`src/rtl/multicycle_ctrl.sv`:
```
`default_nettype none
// ============================================================================
// Module   : multicycle_ctrl
// Brief    : Multi-cycle control unit for the NPC core. Latches each fetched
//            instruction, decodes the datapath control bundle and sequences
//            it through FETCH/DECODE/EXEC/MEM/WB with IFU/LSU/MDU handshakes.
// Revision : 1.0 - initial release
// ============================================================================
module multicycle_ctrl #(
    parameter int XLEN      = 32,
    parameter bit EN_M      = 1'b0,
    parameter int ALU_SEL_W = 4
) (
    input  logic                 clk,
    input  logic                 rst_n,
    output logic                 ifu_req,
    input  logic                 ifu_rvalid,
    input  logic [31:0]          inst,
    output logic                 lsu_req,
    output logic                 lsu_wen,
    input  logic                 lsu_rvalid,
    output logic                 exu_start,
    input  logic                 exu_done,
    output logic [2:0]           op_IMM,
    output logic                 op_ALU_Asrc,
    output logic [1:0]           op_ALU_Bsrc,
    output logic [ALU_SEL_W-1:0] op_ALU_sel,
    output logic                 branch,
    output logic                 load,
    output logic                 en_Wmem,
    output logic                 word_op,
    output logic                 mdu_op,
    output logic [2:0]           mdu_fn,
    output logic                 en_Wreg,
    output logic                 pc_we,
    output logic                 illegal,
    output logic [2:0]           state
);

    localparam bit c_RV64 = (XLEN == 64);

    // ALU function codes; values track the shared TYPES ALU macros
    localparam logic [ALU_SEL_W-1:0] c_ALU_ADD   = ALU_SEL_W'(0);
    localparam logic [ALU_SEL_W-1:0] c_ALU_SUB   = ALU_SEL_W'(1);
    localparam logic [ALU_SEL_W-1:0] c_ALU_SLL   = ALU_SEL_W'(2);
    localparam logic [ALU_SEL_W-1:0] c_ALU_SLT   = ALU_SEL_W'(3);
    localparam logic [ALU_SEL_W-1:0] c_ALU_SLTU  = ALU_SEL_W'(4);
    localparam logic [ALU_SEL_W-1:0] c_ALU_XOR   = ALU_SEL_W'(5);
    localparam logic [ALU_SEL_W-1:0] c_ALU_SRL   = ALU_SEL_W'(6);
    localparam logic [ALU_SEL_W-1:0] c_ALU_SRA   = ALU_SEL_W'(7);
    localparam logic [ALU_SEL_W-1:0] c_ALU_OR    = ALU_SEL_W'(8);
    localparam logic [ALU_SEL_W-1:0] c_ALU_AND   = ALU_SEL_W'(9);
    localparam logic [ALU_SEL_W-1:0] c_ALU_PASSB = ALU_SEL_W'(10);

    // Immediate type codes
    localparam logic [2:0] c_IMM_I = 3'd0;
    localparam logic [2:0] c_IMM_U = 3'd1;
    localparam logic [2:0] c_IMM_B = 3'd2;
    localparam logic [2:0] c_IMM_S = 3'd3;
    localparam logic [2:0] c_IMM_J = 3'd4;

    // Major opcodes
    localparam logic [6:0] c_OPC_LUI      = 7'b0110111;
    localparam logic [6:0] c_OPC_AUIPC    = 7'b0010111;
    localparam logic [6:0] c_OPC_JAL      = 7'b1101111;
    localparam logic [6:0] c_OPC_JALR     = 7'b1100111;
    localparam logic [6:0] c_OPC_BRANCH   = 7'b1100011;
    localparam logic [6:0] c_OPC_LOAD     = 7'b0000011;
    localparam logic [6:0] c_OPC_STORE    = 7'b0100011;
    localparam logic [6:0] c_OPC_OP_IMM   = 7'b0010011;
    localparam logic [6:0] c_OPC_OP       = 7'b0110011;
    localparam logic [6:0] c_OPC_OP_IMM32 = 7'b0011011;
    localparam logic [6:0] c_OPC_OP32     = 7'b0111011;

    typedef enum logic [2:0] {
        S_IDLE   = 3'd0,
        S_FETCH  = 3'd1,
        S_DECODE = 3'd2,
        S_EXEC   = 3'd3,
        S_MEM    = 3'd4,
        S_WB     = 3'd5,
        S_TRAP   = 3'd6
    } state_t;

    state_t r_state;
    state_t w_state_nxt;

    logic [31:0] r_inst;
    logic        r_wreg;       // instruction writes the regfile in WB
    logic        r_mdu_busy;   // past the first EXEC cycle of an MDU op

    logic [6:0]           w_opcode;
    logic [2:0]           w_funct3;
    logic [6:0]           w_funct7;
    logic                 w_rtype;
    logic                 w_unused_fields;
    logic [ALU_SEL_W-1:0] w_f3_sel;
    logic [ALU_SEL_W-1:0] w_br_sel;
    logic [2:0]           w_imm;
    logic                 w_asrc;
    logic [1:0]           w_bsrc;
    logic [ALU_SEL_W-1:0] w_sel;
    logic                 w_branch;
    logic                 w_load;
    logic                 w_store;
    logic                 w_word;
    logic                 w_mdu;
    logic                 w_wreg;
    logic                 w_bad;

    assign w_opcode        = r_inst[6:0];
    assign w_funct3        = r_inst[14:12];
    assign w_funct7        = r_inst[31:25];
    assign w_rtype         = (w_opcode == c_OPC_OP) || (w_opcode == c_OPC_OP32);
    // Register and immediate fields belong to the datapath, not to control
    assign w_unused_fields = ^{r_inst[24:15], r_inst[11:7]};
    assign w_br_sel        = (w_funct3[2] & w_funct3[1]) ? c_ALU_SLTU :
                             (w_funct3[2] ^ w_funct3[1]) ? c_ALU_SLT  : c_ALU_SUB;
    assign state           = r_state;

    // ALU function from funct3 for OP/OP-IMM and their word forms
    always_comb begin
        w_f3_sel = c_ALU_ADD;
        case (w_funct3)
            3'b000:  w_f3_sel = (w_rtype && w_funct7[5]) ? c_ALU_SUB : c_ALU_ADD;
            3'b001:  w_f3_sel = c_ALU_SLL;
            3'b010:  w_f3_sel = c_ALU_SLT;
            3'b011:  w_f3_sel = c_ALU_SLTU;
            3'b100:  w_f3_sel = c_ALU_XOR;
            3'b101:  w_f3_sel = w_funct7[5] ? c_ALU_SRA : c_ALU_SRL;
            3'b110:  w_f3_sel = c_ALU_OR;
            default: w_f3_sel = c_ALU_AND;
        endcase
    end

    // Decode the latched instruction into the static control bundle
    always_comb begin
        w_imm    = c_IMM_I;
        w_asrc   = 1'b0;
        w_bsrc   = 2'b00;
        w_sel    = c_ALU_ADD;
        w_branch = 1'b0;
        w_load   = 1'b0;
        w_store  = 1'b0;
        w_word   = 1'b0;
        w_mdu    = 1'b0;
        w_wreg   = 1'b0;
        w_bad    = 1'b0;
        case (w_opcode)
            c_OPC_LUI: begin
                w_imm = c_IMM_U; w_bsrc = 2'b01; w_sel = c_ALU_PASSB; w_wreg = 1'b1;
            end
            c_OPC_AUIPC: begin
                w_imm = c_IMM_U; w_asrc = 1'b1; w_bsrc = 2'b01; w_wreg = 1'b1;
            end
            c_OPC_JAL: begin
                w_imm = c_IMM_J; w_asrc = 1'b1; w_bsrc = 2'b10; w_wreg = 1'b1;
            end
            c_OPC_JALR: begin
                w_imm = c_IMM_I; w_asrc = 1'b1; w_bsrc = 2'b10; w_wreg = 1'b1;
            end
            c_OPC_BRANCH: begin
                w_imm = c_IMM_B; w_sel = w_br_sel; w_branch = 1'b1;
            end
            c_OPC_LOAD: begin
                w_imm = c_IMM_I; w_bsrc = 2'b01; w_load = 1'b1; w_wreg = 1'b1;
            end
            c_OPC_STORE: begin
                w_imm = c_IMM_S; w_bsrc = 2'b01; w_store = 1'b1;
            end
            c_OPC_OP_IMM, c_OPC_OP_IMM32: begin
                w_bsrc = 2'b01;
                w_sel  = w_f3_sel;
                w_wreg = 1'b1;
                w_word = (w_opcode == c_OPC_OP_IMM32);
                w_bad  = w_word && !c_RV64;
            end
            c_OPC_OP, c_OPC_OP32: begin
                w_sel  = w_f3_sel;
                w_wreg = 1'b1;
                w_word = (w_opcode == c_OPC_OP32);
                w_bad  = w_word && !c_RV64;
                case (w_funct7)
                    7'b0000000: ;
                    7'b0100000: begin
                        if ((w_funct3 != 3'b000) && (w_funct3 != 3'b101)) w_bad = 1'b1;
                    end
                    7'b0000001: begin
                        if (EN_M) w_mdu = 1'b1;
                        else      w_bad = 1'b1;
                    end
                    default: w_bad = 1'b1;
                endcase
            end
            default: w_bad = 1'b1;
        endcase
    end

    // FSM state register
    always_ff @(posedge clk) begin
        if (!rst_n) r_state <= S_IDLE;
        else        r_state <= w_state_nxt;
    end

    // Instruction latch, static control outputs and MDU first-cycle tracking
    always_ff @(posedge clk) begin
        if (!rst_n) begin
            r_inst      <= '0;
            r_wreg      <= 1'b0;
            r_mdu_busy  <= 1'b0;
            op_IMM      <= '0;
            op_ALU_Asrc <= 1'b0;
            op_ALU_Bsrc <= '0;
            op_ALU_sel  <= '0;
            branch      <= 1'b0;
            load        <= 1'b0;
            en_Wmem     <= 1'b0;
            word_op     <= 1'b0;
            mdu_op      <= 1'b0;
            mdu_fn      <= '0;
        end else begin
            if ((r_state == S_FETCH) && ifu_rvalid) r_inst <= inst;
            if (r_state == S_DECODE) begin
                r_wreg      <= w_wreg;
                op_IMM      <= w_imm;
                op_ALU_Asrc <= w_asrc;
                op_ALU_Bsrc <= w_bsrc;
                op_ALU_sel  <= w_sel;
                branch      <= w_branch;
                load        <= w_load;
                en_Wmem     <= w_store;
                word_op     <= w_word;
                mdu_op      <= w_mdu;
                mdu_fn      <= w_funct3;
            end
            r_mdu_busy <= (r_state == S_EXEC) && (w_state_nxt == S_EXEC);
        end
    end

    // Next-state and handshake/strobe outputs
    always_comb begin
        w_state_nxt = r_state;
        ifu_req     = 1'b0;
        lsu_req     = 1'b0;
        lsu_wen     = 1'b0;
        exu_start   = 1'b0;
        en_Wreg     = 1'b0;
        pc_we       = 1'b0;
        illegal     = 1'b0;
        case (r_state)
            S_IDLE: w_state_nxt = S_FETCH;
            S_FETCH: begin
                ifu_req = 1'b1;
                if (ifu_rvalid) w_state_nxt = S_DECODE;
            end
            S_DECODE: w_state_nxt = w_bad ? S_TRAP : S_EXEC;
            S_EXEC: begin
                exu_start = mdu_op && !r_mdu_busy;
                if (!mdu_op || exu_done)
                    w_state_nxt = (load || en_Wmem) ? S_MEM : S_WB;
            end
            S_MEM: begin
                lsu_req = 1'b1;
                lsu_wen = en_Wmem;
                if (lsu_rvalid) w_state_nxt = S_WB;
            end
            S_WB: begin
                pc_we       = 1'b1;
                en_Wreg     = r_wreg;
                w_state_nxt = S_FETCH;
            end
            S_TRAP: illegal = 1'b1;
            default: w_state_nxt = S_IDLE;
        endcase
    end

endmodule
`default_nettype wire
```
`config.mk`:
```
export PLATFORM = sky130hd
export DESIGN_NAME = multicycle_ctrl
export DESIGN_NICKNAME = d
export VERILOG_FILES = /design/src/rtl/multicycle_ctrl.sv
export SDC_FILE = /design/constraint.sdc
export NUM_CORES = 1
export LEC_CHECK = 0
export ABC_CLOCK_PERIOD_IN_PS = 1440
export BUFFER_PORTS_ARGS = -buffer_cell sky130_fd_sc_hd__buf_2
export CAP_MARGIN = 5
export CELL_PAD_IN_SITES_DETAIL_PLACEMENT = 0
export CELL_PAD_IN_SITES_GLOBAL_PLACEMENT = 1
export CORE_UTILIZATION = 33
export CTS_BUF_LIST = sky130_fd_sc_hd__clkbuf_2
export CTS_CLUSTER_DIAMETER = 30
export DETAILED_ROUTE_END_ITERATION = 8
export PLACE_DENSITY_LB_ADDON = 0.05
export SLEW_MARGIN = 15
export SYNTH_ARGS = -nofsm -noshare
export SYNTH_HDL_FRONTEND = slang
export SYNTH_SLANG_ARGS = --single-unit
```
`constraint.sdc`:
```
create_clock -name clk -period 1.44 [get_ports clk]
set_input_delay 0.288 -clock clk [delete_from_list [all_inputs] [get_ports clk]]
set_output_delay 0.288 -clock clk [all_outputs]
set_load 0.02 [all_outputs]
```
# Word-level counts from Yosys, hierarchy flattened
# Index checks and enable logic that the tools add are counted.
# Widths: inputs -> output; s select.
[totals] register_bits=53 inputBits=37 output_inout_bits=28 word_cells=90
[op_classes] eq_ne=27 mux=28 bitwise=3 reduce_logical=20
[ops] operator="$eq 7x6->1 const B" count=5
[ops] operator="$pmux 4 s7" count=1
[ops] operator="$eq 7x5->1 const B" count=3
[ops] operator="$eq 7x7->1 const B" count=3
[ops] operator="$eq 3x3->1 const B" count=6
[ops] operator="$pmux 3 s6" count=1
[ops] operator="$mux 1" count=15
[ops] operator="$eq 3x2->1 const B" count=4
[ops] operator="$mux 3" count=4
[ops] operator="$pmux 3 s4" count=1
[ops] operator="$pmux 4 s3" count=1
[ops] operator="$reduce_or 2->1" count=5
[ops] operator="$reduce_or 9->1" count=1
[ops] operator="$eq 7x2->1 const B" count=1
[ops] operator="$logic_not 7->1" count=1
[ops] operator="$reduce_or 7->1" count=1
[ops] operator="$eq 3x1->1 const B" count=2
[ops] operator="$logic_not 3->1" count=2
[ops] operator="$reduce_or 6->1" count=1
[ops] operator="$ne 2x2->1 const B" count=2
[ops] operator="$pmux 1 s2" count=2
[ops] operator="$pmux 2 s2" count=1
[ops] operator="$reduce_or 4->1" count=1
[ops] operator="$logic_and 1x1->1" count=3
[ops] operator="other kinds (10)" count=11

# Depth between registers and ports, before layout
# Gate-level depths: netlist of run 1.
[depth] ltp_word=7 ltp_mapped=7

# Least setup slack after synthesis of run 1
# Ideal clock, no wire load.
[synth_timing] path_kind="register -> output" from="register r_state[2] (netlist: state[2])" to="output lsu_wen" t_arrival_ps=1668 required_ps=1152 path_slack_ps=-516 stages_incl_launch_ff=4 cell_sequence="dfxtp_1 > clkbuf_1 > nor3b_1 > and2_1"
[synth_between] elab_chain_cells=2
[synth_rtl] item="from (decl)" line="85" text="state_t r_state;"
[synth_rtl] item="from (signal assigned)" line="202" text="else r_state <= w_state_nxt;"
[synth_rtl] item="$eq 3x3->1" line="250" text="case (r_state)"
[synth_rtl] item="$mux 1" line="250"
[synth_rtl] item="to (decl)" line="20" text="output logic lsu_wen,"
# Every way passes these cells.

# Worst setup path in the final report of run 1
[layout_timing] from="register r_state[1] (netlist: state[1])" to="output en_Wreg"
[layout_between] elab_chain_cells=2
[layout_rtl] item="$eq 3x3->1" line="250"
[layout_rtl] item="$mux 1" line="250"
[layout_rtl] item="to (decl)" line="34" text="output logic en_Wreg,"
# Every way passes these cells.

==> results of run 1 <==
critical path: cells and delay by family, from the launching register on:
kind | cells | cell delay (ns)
flip-flops | 1 | 0.37
AND/OR/NAND/NOR | 2 | 0.36
buffers and inverters | 2 | 0.23
metal layers:
layer | vias to the layer above | global-route usage, % | part of all wire, %
met5 | - | 0 | 0
met4 | 0 | 5.77 | 1.3
met3 | 8 | 4.17 | 4.2
met2 | 38 | 23.9 | 43
met1 | 797 | 22.4 | 51
li1 | 914 | - | -
power groups by stage:
stage | Sequential [W] | Clock (W) | Combinational, W
6_report | 0.00116 | 0.000460 | 0.000573
5_1_grt | 0.00117 | 0.000541 | 0.000623
4_1_cts | 0.00116 | 0.000495 | 0.000487
3_5_place_dp | 0.00118 | 0 | 0.000434
3_3_place_gp | 0.00118 | 0 | 0.000434
2_1_floorplan | 0.00120 | 0 | 0.000268
state kept, by name (all words and copies together), names as in the netlist:
register and flops:
r_inst 17, op_ALU_sel 4, mdu_fn 3, op_IMM 3, state 3, op_ALU_Bsrc 2, branch 1, en_Wmem 1
load 1, op_ALU_Asrc 1, r_wreg 1, word_op 1
cells by family after synthesis:
family / share of synthesized area [%]
buf+inv: 6.67
compound gates: 23.7
xor+xnor: 0.476
mux: 1.16
flops: 41.4
other cells: 0.204
fa+ha+maj: 0.680
simple gates: 25.7
what timing repair did:
action,in CTS,in global routing
pin swaps,3,20
buffers inserted,4,3
gates cloned,0,3
gates resized for setup,19,42
endpoints found under the hold margin,0,0
setup endpoints to repair,7,38
final cells by class:
| type | instances | area share, % |
|---|---|---|
| Multi-Input combinational cell | 163 | 41.6 |
| Clock buffer | 6 | 1.15 |
| Clock inverter | 2 | 0.335 |
| Tap cell | 70 | 3.35 |
| Inverter | 4 | 0.574 |
| Sequential cell | 38 | 29.7 |
| Timing Repair Buffer | 83 | 23.3 |
final timing paths:
| kind | start | endpoint | cells after the start |
|---|---|---|---|
| max reg2reg | state[0] | op_IMM[1] | 5 |
| min | inst[31] | r_inst[31] | 3 |
| min reg2reg | op_IMM[2] | op_IMM[2] | 2 |
| max | state[1] | en_Wreg | 4 |
Yosys cell counts, types with 2 or more instances:
library cell	n	area, um2
a21oi_1	7	35.0
a21boi_0	16	120
nand3b_1	2	15.0
nand2_1	55	206
nor2b_1	4	25.0
dfxtp_1	38	761
nor3_1	3	15.0
a31oi_1	2	12.5
a221oi_1	2	17.5
o21ai_0	12	60.1
nand3_1	3	15.0
o21bai_1	2	15.0
nor4_1	4	25.0
clkbuf_1	7	26.3
a41o_1	2	20.0
buf_2	7	35.0
inv_1	4	15.0
a32oi_1	2	17.5
and2_1	5	31.3
nor2_1	8	30.0
a21boi_1	9	67.6
buf_4	4	30.0
nor3b_2	2	25.0
nand2b_1	3	18.8
per-stage QoR:
stage	setup TNS (ns)	std cells	setup WS (ns)	instance area, um2
after floorplan	-0.280	225	-0.0284	1890
after global placement	0	348	0.0324	2300
after detailed placement	-0.000950	348	-0.000950	2300
after CTS	-1.14	360	-0.212	2420
after global routing	-3.29	366	-0.279	2620
final	-1.04	366	-0.181	2620
placed cells by master, fill, tap and decap left out, types with 3 or more instances in the layout:
cell | netlist | routed
a21boi_0 | 16 | 8
a21boi_1 | 9 | 11
a21boi_2 | 0 | 6
a21oi_1 | 7 | 7
and2_4 | 0 | 3
buf_2 | 7 | 42
buf_4 | 4 | 26
buf_6 | 1 | 12
clkbuf_2 | 1 | 6
dfxtp_1 | 38 | 30
dfxtp_2 | 0 | 6
inv_1 | 4 | 4
nand2_1 | 55 | 41
nand2_2 | 0 | 8
nand2_4 | 0 | 6
nand2b_1 | 3 | 3
nand3_1 | 3 | 3
nor2_1 | 8 | 8
nor2b_1 | 4 | 3
nor3_1 | 3 | 3
nor4_1 | 4 | 3
o21ai_0 | 12 | 11
==> flow_summary.ini, run 1 <==
[synth]
synth_edf_count = 0
netlist_instances = 224
ys_types = 45
ys_seq_area_share_pct = 41.4
synth_flop_cell = dfxtp_1
avgSynthCellArea_um2 = 8.21
async_flop_share_pct = 0
synth.yosys.warnings = 0
synth_area_um2 = 1840
synth-seq-cells = 38

[global_route]
grt_pass1_wl_um = 7560
grt_pass1_vias = 1590
antenna_found_initial = 0
gr-usage-all-layers_pct = 16.1
gr-total-overflow = 0
grt_max_degree = 19

[placement]
port_buffers = 46
place.gp.congestion = 0.808
dp_hpwl_um = 3190

[finish]
final-seq-area_um2 = 776
final_util_pct = 50.0
fillers = 556
drive_gt1_share_pct = 44.6
area_growth_pct = 42.2
multi_input_area_um2 = 1090
diodes = 0
final_nets = 333

[routing]
drc = 0
totalWireLength_um = 4640
wl_per_cell_um = 12.7
vias_per_cell = 4.80
vias = 1757
drtIter0Drc = 45
drt_pass1_iterations = 6
ant_nets = 0

[floorplan]
die_x_um = 76.7
start_util_pct = 35.1
core-area_um2 = 5240
die_y_um = 76.7
die-area_um2 = 5880
rows = 26
pin_count = 65

[clock_tree]
insertion_delay_ns = 0.37
clk_pin_slew_worst_paths_ns = 0.18
cts.sinks = 38
cts_tree = done
h-tree-depth = 2
cts_buffers = 5
clk_path_buf_depth = 2
cts_hold_buffers = 0
ctsRootBufferMaster = clkbuf_2

[sta]
hold_slack_ns = 0.117
finalWorstSetupSlack_ns = -0.181
finalCritPeriodShare_pct = 113
rsz0062_at_grt = true
finalMaxSlewViolations = 0
setup_viol = 17
period_needed_ns = 1.62
fmax_ghz = 0.617
hold_viol = 0
skew_ns = 0.00849

[power]
clockPowerShare_pct = 21.0
fin_total_pwr_w = 0.00219
netSwitchingPower_w = 0.000672
p_per_area_nw_per_um2 = 837
p_leak_nw = 1.14
intPower_w = 0.00152
netSwitchingFraction_pct = 30.7
combPwrFrac_pct = 26.2
peakVddDrop_mv = 0.307
p_seq_share_pct = 52.8

[worst_setup_path]
startpoint_type = flop
endpoint_kind = primary output
cp.arrival_ns = 1.33
cp_max_fo = 5
reg2reg_slack_ns = -0.05
critPathMaxStageDelay_ns = 0.37
critPathRequiredTime_ns = 1.15
cp_cell_sequence = buf_6 -> and3b_2 -> and2_4 -> buf_6
critical_path.most_common_cell = buf_6
cp_slowest_cell = dfxtp_2
crit_type = flop to primary output

[run]
drv_cap = 0

[outcome]
status = finished, violations left
failed_checks = setup timing

[min_path]
hp-class = input pin to flop
(Power assumes the default switching activity.)
==> run 2, diff against run 1 <==
--- a/config.mk
+++ b/config.mk
@@ -5,12 +5,13 @@
 export SDC_FILE = /design/constraint.sdc
 export NUM_CORES = 1
 export LEC_CHECK = 0
-export ABC_CLOCK_PERIOD_IN_PS = 1440
+export ABC_CLOCK_PERIOD_IN_PS = 1600
 export BUFFER_PORTS_ARGS = -buffer_cell sky130_fd_sc_hd__buf_2
 export CAP_MARGIN = 5
 export CELL_PAD_IN_SITES_DETAIL_PLACEMENT = 0
 export CELL_PAD_IN_SITES_GLOBAL_PLACEMENT = 1
-export CORE_UTILIZATION = 33
+export CORE_MARGIN = 2
+export CORE_UTILIZATION = 37
 export CTS_BUF_LIST = sky130_fd_sc_hd__clkbuf_2
 export CTS_CLUSTER_DIAMETER = 30
 export DETAILED_ROUTE_END_ITERATION = 8
==> constraint.sdc (replaced) <==
create_clock -name clk -period 1.6 [get_ports clk]
set_input_delay 0.32 -clock clk [delete_from_list [all_inputs] [get_ports clk]]
set_output_delay 0.32 -clock clk [all_outputs]
set_load 0.02 [all_outputs]
==> run 2 against run 1 <==
Compared with the run above: the flow still finishes with violations (setup timing); hold slack improved by 0.033 ns; power down 16%; final area is 10% lower; critical path depth is the same; sequential power decreased by 10%; clock-buffer cell count unchanged; sequential share of layout area rose by 3.0 points; cell count fell by 4.9%; highest routed layer unchanged.
==> flow_summary.ini, run 2 (synthesis gave the netlist of run 1 again) <==
[worst_setup_path]
startpoint_type = flop
critPathRequiredTime_ns = 1.28
cp.arrival_ns = 1.33
cp_max_fo = 7
endpoint_kind = primary output
crit_type = flop to primary output

[clock_tree]
clk_path_buf_depth = 2
ctsRootBufferMaster = clkbuf_2
cts_tree = done
cts_buffers = 5
clk_pin_slew_worst_paths_ns = 0.18
h-tree-depth = 2
cts.sinks = 38
insertion_delay_ns = 0.38

[finish]
final_common_cell = nand2_1
final_cell_mix = 54 x nand2_1, 41 x buf_2, 35 x dfxtp_1
largest_register_ffs = 17
diodes = 0
regMostFlops = r_inst
final_util_pct = 49.4
largest_registers = r_inst (17), op_ALU_sel (4)
stdcell_count = 348
drive_gt1_share_pct = 32.4
area_growth_pct = 27.8
final_nets = 318

[power]
clockPowerShare_pct = 22.3
netSwitchingPower_w = 0.000556
p_per_area_nw_per_um2 = 785
p_seq_share_pct = 56.5
p_leak_nw = 0.980
combPwrFrac_pct = 21.2
netSwitchingFraction_pct = 30.1
peakVddDrop_mv = 0.372
intPower_w = 0.00129

[routing]
totalWireLength_um = 4250
drt_pass1_iterations = 7
drtIter0Drc = 52
dr.max_layer_used = met4
wl_per_cell_um = 12.2
drc = 0
ant_nets = 0
vias_per_cell = 4.72
route.met3.wl_um = 191
wl_met1_um = 2210
vias = 1643
dr_wl_met2_um = 1810

[sta]
fmax_ghz = 0.606
finalCritPeriodShare_pct = 103
rsz0062_at_grt = true
setup_viol = 3
finalMaxSlewViolations = 0
hold_viol = 0
period_needed_ns = 1.65
skew_ns = 0.00695
finalWorstSetupSlack_ns = -0.0499

[run]
drv_cap = 0

[floorplan]
start_util_pct = 38.7
core-area_um2 = 4750
die_y_um = 74.5
die-area_um2 = 5550
pin_count = 65
rows = 25
die_x_um = 74.5

[placement]
pre_cts_ws_ns = 0.187
dp_hpwl_um = 3040
port_buffers = 46
place.gp.congestion = 0.774
dp_cells = 336

[global_route]
gr-usage-all-layers_pct = 16.9
grt_max_degree = 23
antenna_found_initial = 0
gr-total-overflow = 0
grt_pass1_wl_um = 7220
grt_pass1_vias = 1558

[outcome]
status = finished, violations left
failed_checks = setup timing

[min_path]
hp-class = input pin to flop
==> run 2: changes by cell type in the layout (fill, tap and decap cells not counted), sizes merged <==
cell    change
buf        -13
clkbuf      -2
==> run 2: metrics by stage <==
step	TNS, ns	power, W	hold slack, ns	cell area, um2
after floorplan	0	0.00131	0.435	1870
after CTS	-0.160	0.00186	0.137	2310
after global routing	-0.575	0.00197	0.128	2350
final	-0.102	0.00185	0.150	2350
after global placement	0	0.00143	0.444	2220
after detailed placement	0	0.00143	0.450	2220
==> run 2: power by group through the flow <==
stage	combinational [W]	sequential, W	clock (W)
6_report	0.000392	0.00104	0.000412
5_1_grt	0.000439	0.00105	0.000472
4_1_cts	0.000391	0.00104	0.000428
3_5_place_dp	0.000369	0.00106	0
3_3_place_gp	0.000369	0.00106	0
2_1_floorplan	0.000235	0.00108	0
==> run 2: timing repair <==
item / in CTS / in global routing
gates resized for setup: 16 / 3
cloned: 0 / 0
endpoints found under the setup margin: 6 / 9
hold buffers: 0 / 0
pin swaps: 4 / 0
setup buffers: 1 / 3
==> run 2: layout make-up <==
| type | instances | area (um2) |
|---|---|---|
| Fill cell | 509 | 2400 |
| Multi-Input combinational cell | 163 | 1000 |
| Sequential cell | 38 | 767 |
| Timing Repair Buffer | 68 | 447 |
| Tap cell | 67 | 83.8 |
| Clock buffer | 6 | 30.0 |
| Inverter | 4 | 15.0 |
| Clock inverter | 2 | 8.76 |
==> run 2: worst paths after layout <==
check	slack, ns	start	to	depth (start not counted)
hold reg to reg	0.47	r_inst[26]	r_inst[26]	2
hold / removal	0.15	inst[29]	r_inst[29]	3
setup reg to reg	0.07	state[0]	op_IMM[1]	5
setup / recovery	-0.05	state[1]	en_Wreg	4
==> run 2: metal layers <==
layer,vias up,track usage [%]
met5,-,0
met1,714,24.2
li1,886,-
met2,38,25.7
met4,0,4.76
met3,5,3.66
==> run 2: critical path: stages, from the launching register on <==
cell and delay (ns):
dfxtp_2 0.36, buf_6 0.13, and3b_1 0.22, and2_4 0.14, buf_6 0.11
==> run 3, diff against run 2 <==
--- a/config.mk
+++ b/config.mk
@@ -5,17 +5,17 @@
 export SDC_FILE = /design/constraint.sdc
 export NUM_CORES = 1
 export LEC_CHECK = 0
-export ABC_CLOCK_PERIOD_IN_PS = 1600
+export ABC_CLOCK_PERIOD_IN_PS = 1500
 export BUFFER_PORTS_ARGS = -buffer_cell sky130_fd_sc_hd__buf_2
 export CAP_MARGIN = 5
 export CELL_PAD_IN_SITES_DETAIL_PLACEMENT = 0
 export CELL_PAD_IN_SITES_GLOBAL_PLACEMENT = 1
 export CORE_MARGIN = 2
-export CORE_UTILIZATION = 37
+export CORE_UTILIZATION = 33
 export CTS_BUF_LIST = sky130_fd_sc_hd__clkbuf_2
 export CTS_CLUSTER_DIAMETER = 30
 export DETAILED_ROUTE_END_ITERATION = 8
-export PLACE_DENSITY_LB_ADDON = 0.05
+export PLACE_DENSITY = 0.76
 export SLEW_MARGIN = 15
 export SYNTH_ARGS = -nofsm -noshare
 export SYNTH_HDL_FRONTEND = slang
==> constraint.sdc (replaced) <==
create_clock -name clk -period 1.5 [get_ports clk]
set_input_delay 0.3 -clock clk [delete_from_list [all_inputs] [get_ports clk]]
set_output_delay 0.3 -clock clk [all_outputs]
set_load 0.02 [all_outputs]
==> run 3 against run 2 <==
Compared with the run above: the run still ends with setup timing left; register-to-register slack got worse by 0.12 ns; sequential power is 8% higher; setup slack got worse by 0.12 ns; clock-buffer cell count unchanged; clock skew up 0.010 ns; combinational power up 30%; highest routed layer unchanged; global-route usage fell by 2.0 points; clock power increased by 13%; non-clock buffer count up 12; critical path depth unchanged.
==> flow_summary.ini, run 3 (synthesis gave the netlist of run 1 again) <==
[placement]
place.gp.congestion = 0.776
place_area_um2 = 2260
port_buffers = 46
dp_hpwl_um = 3110
pre_cts_ws_ns = 0.104

[floorplan]
core-area_um2 = 5440
die_x_um = 78.7
die_y_um = 78.7
rows = 27
die-area_um2 = 6190
start_util_pct = 33.8
pin_count = 65

[finish]
drive_gt1_share_pct = 36.9
final_util_pct = 46.7
area_growth_pct = 38.0
regMostFlops = r_inst
final_cell_area_um2 = 2540
final_nets = 330
final_common_cell = nand2_1
largest_register_ffs = 17
final_cell_mix = 52 x nand2_1, 38 x buf_2, 35 x dfxtp_1
largest_registers = r_inst (17), op_ALU_sel (4)
diodes = 0

[power]
p_leak_nw = 1.08
fin_total_pwr_w = 0.00209
peakVddDrop_mv = 0.482
p_per_area_nw_per_um2 = 825

[routing]
totalWireLength_um = 4640
vias_per_cell = 4.80
dr_wl_met2_um = 2260
drtIter0Drc = 96
wl_per_cell_um = 12.7
drt_pass1_iterations = 4
route.met3.wl_um = 193
dr.max_layer_used = met4
vias = 1751
ant_nets = 0
wl_met1_um = 2130
drc = 0

[worst_setup_path]
cp.arrival_ns = 1.37
critPathBufInv = 2
cp_max_fo = 3
critPathRequiredTime_ns = 1.20
crit_family = flip-flops
endpoint_kind = primary output
startpoint_type = flop
critPathMaxStageDelay_ns = 0.38
cp_slowest_cell = dfxtp_4
cp_cell_sequence = buf_6 -> nor3b_4 -> and2_4 -> buf_6
crit_type = flop to primary output
critical_path.most_common_cell = buf_6

[sta]
finalWorstSetupSlack_ns = -0.168
hold_viol = 0
rsz0062_at_grt = true
skew_ns = 0.0170
finalMaxSlewViolations = 0
period_needed_ns = 1.67
finalCritPeriodShare_pct = 111
fmax_ghz = 0.600
setup_viol = 18

[global_route]
gr-usage-all-layers_pct = 14.9
grt_pass1_vias = 1605
antenna_found_initial = 0
grt_pass1_wl_um = 7360
gr-total-overflow = 0
grt_max_degree = 22

[outcome]
failed_checks = setup timing
status = finished, violations left

[clock_tree]
cts_hold_buffers = 0
cts.sinks = 38
clk_pin_slew_worst_paths_ns = 0.20
ctsRootBufferMaster = clkbuf_2
h-tree-depth = 2
cts_tree = done
cts_buffers = 5
clk_path_buf_depth = 2
insertion_delay_ns = 0.41

[min_path]
hp-class = input pin to flop

[run]
drv_cap = 0
## run 3: per-layer routing
metal | vias up | GRT usage (%)
met2 | 32 | 25.0
met3 | 8 | 3.56
met4 | 0 | 5.26
met1 | 805 | 18.5
li1 | 906 | -
met5 | - | 0
## run 3: worst paths after layout
path,from,endpoint,slack [ns],cells after the start
hold reg to reg,r_inst[26],r_inst[26],0.47,2
setup reg to reg,state[1],state[1],-0.05,8
setup / recovery,state[0],lsu_wen,-0.17,4
hold / removal,inst[14],r_inst[14],0.1,3
## run 3: power breakdown
group | internal (W) | total (W) | switching, W
clock network | 0.000115 | 0.000466 | 0.000352
logic | 0.000268 | 0.000511 | 0.000243
registers | 0.00106 | 0.00112 | 0.0000529
## run 3: cell type report
type                       count  area, um2
inverter                       4       15.0
multi-input combinational    163       1010
clock inverter                 2       8.76
timing repair buffer          80        611
fill                         550       2900
clock buffer                   6       30.0
sequential                    38        769
tap                           72       90.1
## run 3: what timing repair did
action | 4_1_cts | 5_1_grt
pin swaps | 4 | 6
endpoints found under the setup margin | 6 | 17
cloned | 0 | 2
hold endpoints to repair | 0 | 0
buffers inserted | 4 | 7
gates resized for setup | 18 | 26
## run 3: stage by stage
stage                     hold slack [ns]  instances  TNS [ns]
after CTS                          0.0858        357    -0.743
final                              0.0992        365     -1.10
after global placement              0.445        345         0
after detailed placement            0.449        345         0
after global routing               0.0762        365     -3.24
after floorplan                     0.435        225         0
## run 3: worst min-delay path, delay by kind of cell
family	cells	cell delay, ns
AO/OA/AOI/OAI	1	0.05
buffers and inverters	1	0.09
AND/OR/NAND/NOR	1	0.04
